--- src/rtl/uart_cmd_sequencer.sv ---
// uart_cmd_sequencer
// Packet-level controller behind a UART receiver. It sets the receiver's
// frame width for each packet phase. It assembles command packets and runs
// them as register-bank writes or reads.
// The packet is a header byte, a 32-bit payload for writes only, and a
// checksum byte when the checksum is enabled.
// Read results leave through a valid/ready handshake.
//
// Optional feature: define UART_CMD_CHECKSUM_EN to enable the checksum phase
// (S_CSUM). When it is undefined, the packet ends after the header (read) or
// after the payload (write).
//
// Ports:
//   clk, rstn       system clock, asynchronous active-low reset
//   ip_rx_data      receiver word (8-bit frame in [7:0], 32-bit frame MSB-first)
//   i_rx_valid      one-cycle pulse marking ip_rx_data valid
//   op_frame_width  bits the receiver collects for its next frame (8 or 32)
//   op_reg_addr     register address
//   op_reg_wdata    register write data
//   o_reg_wr        one-cycle register write strobe
//   o_reg_rd        one-cycle register read strobe
//   ip_reg_rdata    read data, valid the cycle after o_reg_rd
//   op_tx_data      read result toward the transmitter
//   o_tx_valid      op_tx_data valid
//   i_tx_ready      transmitter accepts op_tx_data
//   o_busy          high outside S_HDR
//   op_err_count    saturating error event counter
module uart_cmd_sequencer #(
  parameter int p_timeout_cycles = 1000000,
  parameter int pw_timeout       = 20,
  parameter int pw_index_width   = 10
) (
  input  logic                      clk,
  input  logic                      rstn,
  input  logic [31:0]               ip_rx_data,
  input  logic                      i_rx_valid,
  output logic [pw_index_width-1:0] op_frame_width,
  output logic [3:0]                op_reg_addr,
  output logic [31:0]               op_reg_wdata,
  output logic                      o_reg_wr,
  output logic                      o_reg_rd,
  input  logic [31:0]               ip_reg_rdata,
  output logic [31:0]               op_tx_data,
  output logic                      o_tx_valid,
  input  logic                      i_tx_ready,
  output logic                      o_busy,
  output logic [7:0]                op_err_count
);

  localparam logic [2:0] S_HDR     = 3'd0;
  localparam logic [2:0] S_PAYLOAD = 3'd1;
`ifdef UART_CMD_CHECKSUM_EN
  localparam logic [2:0] S_CSUM    = 3'd2;
`endif
  localparam logic [2:0] S_EXEC    = 3'd3;
  localparam logic [2:0] S_RDCAP   = 3'd4;
  localparam logic [2:0] S_TX      = 3'd5;

  localparam logic [pw_index_width-1:0] c_width_8  = pw_index_width'(8);
  localparam logic [pw_index_width-1:0] c_width_32 = pw_index_width'(32);
  localparam logic [pw_timeout-1:0]     c_tmo_last = pw_timeout'(p_timeout_cycles - 1);

  logic [2:0]            state;
  logic                  rw;
  logic [pw_timeout-1:0] tcnt;
  logic                  in_window;
  logic                  timeout_hit;
  logic                  err_evt;
  logic [7:0]            rx_byte;

  assign rx_byte = ip_rx_data[7:0];
  assign o_busy  = (state != S_HDR);

`ifdef UART_CMD_CHECKSUM_EN
  logic [7:0] csum;
  assign in_window = (state == S_PAYLOAD) || (state == S_CSUM);
`else
  assign in_window = (state == S_PAYLOAD);
`endif

  // An arriving byte takes priority over a timeout in the same cycle.
  assign timeout_hit = in_window && !i_rx_valid && (tcnt == c_tmo_last);

  // NOTE: every output of a combinational block gets a default first, so no path leaves it unassigned and no latch is inferred.
  always_comb begin
    err_evt = 1'b0;
    case (state)
      S_HDR:                 err_evt = i_rx_valid && (ip_rx_data[6:4] != 3'b000);
      S_PAYLOAD:             err_evt = timeout_hit;
`ifdef UART_CMD_CHECKSUM_EN
      S_CSUM:                err_evt = i_rx_valid ? (rx_byte != csum) : timeout_hit;
`endif
      S_EXEC, S_RDCAP, S_TX: err_evt = i_rx_valid;
      default:               err_evt = 1'b0;
    endcase
  end

  // NOTE: this bank holds only control and data flops, no memory array, so every register is reset to a defined value.
  always_ff @(posedge clk or negedge rstn) begin
    if (!rstn) begin
      state          <= S_HDR;
      rw             <= 1'b0;
      tcnt           <= '0;
      op_frame_width <= c_width_8;
      op_reg_addr    <= '0;
      op_reg_wdata   <= '0;
      o_reg_wr       <= 1'b0;
      o_reg_rd       <= 1'b0;
      op_tx_data     <= '0;
      o_tx_valid     <= 1'b0;
      op_err_count   <= '0;
`ifdef UART_CMD_CHECKSUM_EN
      csum           <= '0;
`endif
    end else begin
      // NOTE: sequential state uses non-blocking assignments, so every flop samples values from before the clock edge.
      o_reg_wr <= 1'b0;
      o_reg_rd <= 1'b0;

      if (i_rx_valid || !in_window || timeout_hit) tcnt <= '0;
      else                                         tcnt <= tcnt + 1'b1;

      if (err_evt && (op_err_count != 8'hFF)) op_err_count <= op_err_count + 1'b1;

      case (state)
        S_HDR: begin
          if (i_rx_valid && (ip_rx_data[6:4] == 3'b000)) begin
            op_reg_addr <= rx_byte[3:0];
            rw          <= rx_byte[7];
`ifdef UART_CMD_CHECKSUM_EN
            csum        <= rx_byte;
`endif
            if (rx_byte[7]) begin
              state          <= S_PAYLOAD;
              op_frame_width <= c_width_32;
            end else begin
`ifdef UART_CMD_CHECKSUM_EN
              state          <= S_CSUM;
`else
              state          <= S_EXEC;
`endif
              op_frame_width <= c_width_8;
            end
          end
        end
        S_PAYLOAD: begin
          if (i_rx_valid) begin
            op_reg_wdata   <= ip_rx_data;
            op_frame_width <= c_width_8;
`ifdef UART_CMD_CHECKSUM_EN
            csum  <= csum ^ ip_rx_data[31:24] ^ ip_rx_data[23:16]
                          ^ ip_rx_data[15:8]  ^ ip_rx_data[7:0];
            state <= S_CSUM;
`else
            state <= S_EXEC;
`endif
          end else if (timeout_hit) begin
            state          <= S_HDR;
            op_frame_width <= c_width_8;
          end
        end
`ifdef UART_CMD_CHECKSUM_EN
        S_CSUM: begin
          if (i_rx_valid) begin
            state <= (rx_byte == csum) ? S_EXEC : S_HDR;
          end else if (timeout_hit) begin
            state <= S_HDR;
          end
        end
`endif
        S_EXEC: begin
          if (rw) begin
            o_reg_wr <= 1'b1;
            state    <= S_HDR;
          end else begin
            o_reg_rd <= 1'b1;
            state    <= S_RDCAP;
          end
        end
        S_RDCAP: begin
          // The read strobe is registered, so read data arrives the cycle
          // after it is visible; capture only once the strobe has dropped.
          if (!o_reg_rd) begin
            op_tx_data <= ip_reg_rdata;
            o_tx_valid <= 1'b1;
            state      <= S_TX;
          end
        end
        S_TX: begin
          if (o_tx_valid && i_tx_ready) begin
            o_tx_valid <= 1'b0;
            state      <= S_HDR;
          end
        end
        default: state <= S_HDR;
      endcase
    end
  end

endmodule

--- config.mk ---
export PLATFORM = sky130hd
export DESIGN_NAME = uart_cmd_sequencer
export DESIGN_NICKNAME = d
export VERILOG_FILES = /design/src/rtl/uart_cmd_sequencer.sv
export SDC_FILE = /design/constraint.sdc
export NUM_CORES = 1
export LEC_CHECK = 0
export BUFFER_PORTS_ARGS = -buffer_cell sky130_fd_sc_hd__buf_2
export CORE_MARGIN = 10
export CORE_UTILIZATION = 55
export CTS_BUF_LIST = sky130_fd_sc_hd__clkbuf_8
export DETAILED_ROUTE_END_ITERATION = 16
export GPL_ROUTABILITY_DRIVEN = 1
export PLACE_DENSITY = 0.87
export SLEW_MARGIN = 10
export SYNTH_ARGS = -nofsm -noshare
export SYNTH_HDL_FRONTEND = slang
export SYNTH_SLANG_ARGS = --single-unit
--- constraint.sdc ---
create_clock -name clk -period 4.17 [get_ports clk]
set_input_delay 0.6255 -clock clk [delete_from_list [all_inputs] [get_ports clk]]
set_output_delay 0.6255 -clock clk [all_outputs]
set_load 0.005 [all_outputs]
==> out/results.tsv, run 1 <==
metric	value	unit
die outline height	110	um
Pwr Density	662	mW/mm2
die area	0.0120	mm2
WL/cell	18.3	um
ys async rst share	100	%
starting density of the core	56.7	%
Yosys Warn Count	0	
CTS buffer count	9	
Netlist cell types	40	
CP max FO	13	
multi-input logic area	0.00168	mm2
crit path time final	2.19	ns
post-route ant nets	0	
Final Core Density	70.0	%
period utilization	52.4	%
Worst-path clk slew	0.11	ns
Slew @ Worst Pin	0.938	ns
first-pass GRT wire length	17.0	mm
RSZ-0062 raised after global routing	no	
Final setup viols	0	
Netlist Area Pre-Place	0.00441	mm2
DR vias/cell	5.31	
clk_skew	0.0143	ns
Synth Area per Inst	13.0	um2
fillers	565	
I/O pin cnt	158	
post-CTS resize count	0	
initial DRC count	146	
Critical Path RT	3.54	ns
GP Congestion	0.794	
Hold Buf Count CTS	0	
crit path DAT	1.56	ns
core box area	0.00777	mm2
max_cap viols	0	
kind of start point of the critical path	flip-flop	
Antenna Cells	0	
clock tree buffer depth	2	
H-tree Lvls	3	
area grow syn2layout	23.3	%
Sink Count	105	
GRT overflow	0	
Worst-Skew Late Latency	0.36	ns
Register Area	0.00263	mm2
Placement Rows	32	
DRC	0	
CP endpoint kind	output port	
Seq cells post-synth	105	
Post-synth EDFFs	0	
Clock Root Buffer	clkbuf_8	
TritonRoute pass-1 iters	4	
most frequent cells in the layout	148 x buf_2, 104 x dfrtp_1, 71 x mux2_2	
status	complete, no violations	
largest net degree at the start of global routing	78	
share of cells above drive strength 1	50.2	%
Port Buffers	149	
initial antenna violation count	0	
worst setup path class	flip-flop to output port	
final setup TNS	0	ns
Hold Crit Class	input pin to asynchronous set/reset pin	
die width	110	um
post-synthesis sequential area ratio	59.7	%
synthesized netlist cell count	338	
CTS tree	built	
IR Drop Worst-Case VDD	0.472	mV
leakage power	2.57	nW
Worst slew margin	37.5	%
Hold Fails Final Rpt	0	
Synth Flop Type	dfrtp_1	
Tot GR Track Use	17.9	%
Via Count	3163	
Setup Fix Bufs, Post-CTS	0	
maximum clock frequency	458	MHz
Routed WL	10.9	mm
most common cell after layout, fill and taps aside	buf_2	
Final nets	559	
Max Transition Viols Final	0	
vias in the first global route	3421	
worst reg2reg path depth	5	
post-DP HPWL	8.36	mm
==> synthesized netlist by cell type (all sizes together) (4+ instances only) <==
master	number	area (um2)
nor2	33	124
xor2	11	96.3
and3	5	31.3
nor3	4	25.0
xnor2	12	105
nand2b	5	31.3
o21ai	5	25.0
a21oi	7	42.5
nand3	9	45.0
dfrtp	104	2600
nand2	12	47.6
mux2	71	800
nand4	12	75.1
inv	4	15.0
buf	17	111
==> state kept, by name, indices dropped and copies added (netlist names) <==
| name | flops |
|---|---|
| o_reg_rd | 1 |
| state | 3 |
| o_tx_valid | 1 |
| op_reg_addr | 4 |
| op_err_count | 8 |
| tcnt | 20 |
| op_frame_width | 2 |
| op_tx_data | 32 |
| o_reg_wr | 1 |
| rw | 1 |
| op_reg_wdata | 32 |
==> final cells by class <==
type / instances / share of cell area [%]
Sequential cell: 105 / 48.4
Multi-Input combinational cell: 216 / 30.9
Timing Repair Buffer: 153 / 14.3
Clock buffer: 10 / 2.53
Tap cell: 102 / 2.35
Clock inverter: 6 / 1.24
Inverter: 4 / 0.276
==> final timing paths <==
path,to,start,slack [ns]
min in group clk,op_tx_data[30],ip_reg_rdata[30],0.49
worst min-delay path,op_reg_wdata[10],rstn,0.39
worst max-delay path,o_busy,state[0],1.98
worst max register to register,op_err_count[1],state[0],2.02
max in group asynchronous,tcnt[17],rstn,2.86
worst min register to register,o_reg_rd,rw,0.49
==> metrics by stage <==
stage | cell area, um2 | power, mW | hold WS (ns) | setup WS (ns) | std cells
6_report | 5430 | 3.60 | 0.392 | 1.98 | 596
5_1_grt | 5430 | 3.82 | 0.457 | 1.88 | 596
4_1_cts | 5430 | 3.64 | 0.431 | 2.00 | 596
3_5_place_dp | 5230 | 3.00 | 0.470 | 1.94 | 580
3_3_place_gp | 5230 | 2.90 | 0.457 | 2.01 | 580
2_1_floorplan | 4430 | 2.35 | 0.330 | 2.27 | 345
==> worst max-delay path, cell delays in order, from the launching register on <==
cell and delay, ns:
dfrtp_1 0.56, or3_1 0.48, buf_2 0.17
==> power breakdown <==
group,switching [mW],internal [mW],total (mW)
clock network,0.348,0.296,0.644
logic,0.569,0.711,1.28
registers,0.253,1.42,1.67
==> layer usage <==
metal	global-route usage (%)	part of all wire [%]
met4	5.48	1.1
met3	6.38	8.0
met1	19.4	37
met2	31.9	54
met5	0	0
==> cells by family after synthesis <==
logic type      share of synthesized area (%)
flops                                    59.7
simple gates                             11.4
mux                                      18.1
buf+inv                                  3.12
xor+xnor                                 4.57
compound gates                           2.50
fa+ha+maj                               0.568
other cells                            0.0851
Power figures use the tool's default switching activity.
==> inputs of run 2 (changes only) <==
CORE_UTILIZATION = 51   (was 55)
PLACE_DENSITY = 0.82   (was 0.87)
clock period = 2.24 ns   (was 4.17 ns; I/O delays follow)
==> run 2 against run 1 <==
- clock skew increased by 0.0016 ns
- largest cell class unchanged
- sequential share of layout area fell by 0.44 points
- largest power group unchanged
- non-clock buffer count up 3
- critical path type is now flip-flop to flip-flop
==> out/results.tsv, run 2 (same netlist as run 1, synthesis figures left out) <==
metric	value	unit	change
status	complete, no violations		
CTS tree	built		
CP endpoint kind	flip-flop		
clk_skew	0.0158	ns	+0.00155 ns
TritonRoute pass-1 iters	4		unchanged
Largest regs	op_reg_wdata x32, op_tx_data x32, tcnt x20		
die outline height	113	um	+3.1%
share of cells above drive strength 1	50.3	%	+0.099 points
Antenna Cells	0		unchanged
Hold Fails Final Rpt	0		unchanged
Worst-Skew Late Latency	0.37	ns	about the same
Slew @ Worst Pin	0.571	ns	-0.367 ns
Pwr Density	1210	mW/mm2	+83%
Placement Rows	33		+3.1%
H-tree Lvls	3		unchanged
die area	0.0128	mm2	+6.4%
Final setup viols	0		unchanged
most frequent cells in the layout	148 x buf_2, 104 x dfrtp_1, 71 x mux2_2		
initial DRC count	131		-10%
kind of start point of the critical path	flip-flop		
CP Buf/Inv Count	0		-1
Final nets	562		+0.54%
crit path time final	2.05	ns	
multi-input logic area	0.00168	mm2	unchanged
vias in the first global route	3475		+1.6%
post-route ant nets	0		unchanged
first-pass GRT wire length	17.3	mm	+2.2%
RSZ-0062 raised after global routing	no		
largest net degree at the start of global routing	73		-6.4%
crit-path max cell delay	0.63	ns	+0.07 ns
fin cells	602		+1.0%
Worst slew margin	61.9	%	+24 points
Port Buffers	149		unchanged
Critical Path RT	2.49	ns	-1.05 ns
period utilization	91.7	%	
post-CTS resize count	0		unchanged
DR vias/cell	5.18		-2.3%
Sink Count	105		unchanged
family with the most delay on the worst path	simple AND/OR/NAND/NOR gates		
Register Area	0.00263	mm2	unchanged
Hold Crit Class	input pin to flip-flop		
starting density of the core	53.1	%	-3.6 points
worst setup path class	flip-flop to flip-flop		
worst hold slack	0.189	ns	-0.203 ns
Placed Instances	585		+0.86%
I/O pin cnt	158		unchanged
die width	113	um	+3.1%
Via Count	3121		-1.3%
GRT overflow	0		unchanged
IR Drop Worst-Case VDD	0.735	mV	+56%
maximum clock frequency	487	MHz	
fillers	608		+7.6%
core box area	0.00830	mm2	+6.8%
CTS buffer count	9		unchanged
Post-Place Worst Slack	0.223	ns	-1.72 ns
WL/cell	17.7	um	-3.1%
GP Congestion	0.804		+1.3%
Clock Root Buffer	clkbuf_8		
Routed WL	10.6	mm	-2.1%
Worst-path clk slew	0.11	ns	about the same
post-DP HPWL	8.26	mm	-1.3%
leakage power	2.59	nW	+1.0%
Max stage delay cell, worst path	or4_1		
DRC	0		unchanged
critical path, cell by cell	ha_1 > nand4_1 > or4_1 > nor3_1 > xnor2_1 > nor2_1		
final setup TNS	0	ns	unchanged
area grow syn2layout	24.4	%	
Final Core Density	66.1	%	-3.9 points
Tot GR Track Use	16.6	%	-1.3 points
max_cap viols	0		unchanged
Final WS setup	0.186	ns	-1.80 ns
Max Transition Viols Final	0		unchanged
most common cell after layout, fill and taps aside	buf_2		
CP max FO	6		-7
initial antenna violation count	0		unchanged
crit path DAT	2.31	ns	+0.75 ns
clock tree buffer depth	2		unchanged
## run 2: changes by cell type in the layout (fill, tap and decap cells not counted)
| cell | previous run | this run |
|---|---|---|
| dlygate4sd3_1 | 0 | 1 |
| inv_8 | 1 | 2 |
| clkinvlp_4 | 3 | 1 |
| bufinv_16 | 1 | 0 |
| clkinv_4 | 0 | 1 |
| buf_4 | 5 | 4 |
| buf_12 | 0 | 3 |
| inv_6 | 0 | 1 |
## run 2: final timing paths
| path | startpoint | endpoint | slack [ns] | depth (start not counted) |
|---|---|---|---|---|
| max reg2reg | tcnt[0] | tcnt[18] | 0.19 | 6 |
| max | tcnt[0] | tcnt[18] | 0.19 | 6 |
| min in group asynchronous | rstn | op_err_count[0] | 0.45 | 2 |
| min | ip_reg_rdata[2] | op_tx_data[2] | 0.19 | 2 |
| max in group asynchronous | rstn | op_frame_width[3] | 1.04 | 3 |
| min reg2reg | op_err_count[6] | op_err_count[6] | 0.49 | 1 |
## run 2: layout make-up
cell class	count	share of cell area [%]
multi-input combinational	216	30.6
sequential	105	47.9
clock inverter	6	0.935
clock buffer	10	2.51
tap	105	2.40
inverter	4	0.274
timing repair buffer	156	15.3
## run 2: power breakdown
group / internal, mW / switching [mW] / total, mW
Combinational: 1.36 / 1.06 / 2.43
Clock: 0.453 / 0.677 / 1.13
Sequential: 2.65 / 0.456 / 3.10
## run 2: what timing repair did
item | CTS | global route
hold buffers | 1 | 0
hold endpoints to repair | 33 | 0
setup endpoints to repair | 0 | 0
setup buffers | 0 | 0
## run 2: routing by layer
metal / global-route usage (%) / share of wire, %
met1: 17.6 / 37
met2: 27.9 / 50
met5: 0 / 0
met4: 6.60 / 2.1
met3: 8.08 / 10
## run 2: per-stage QoR
stage / area (um2) / power, mW
2_1_floorplan: 4430 / 4.37
3_3_place_gp: 5290 / 5.46
3_5_place_dp: 5290 / 5.61
4_1_cts: 5480 / 6.74
5_1_grt: 5480 / 7.12
6_report: 5480 / 6.66
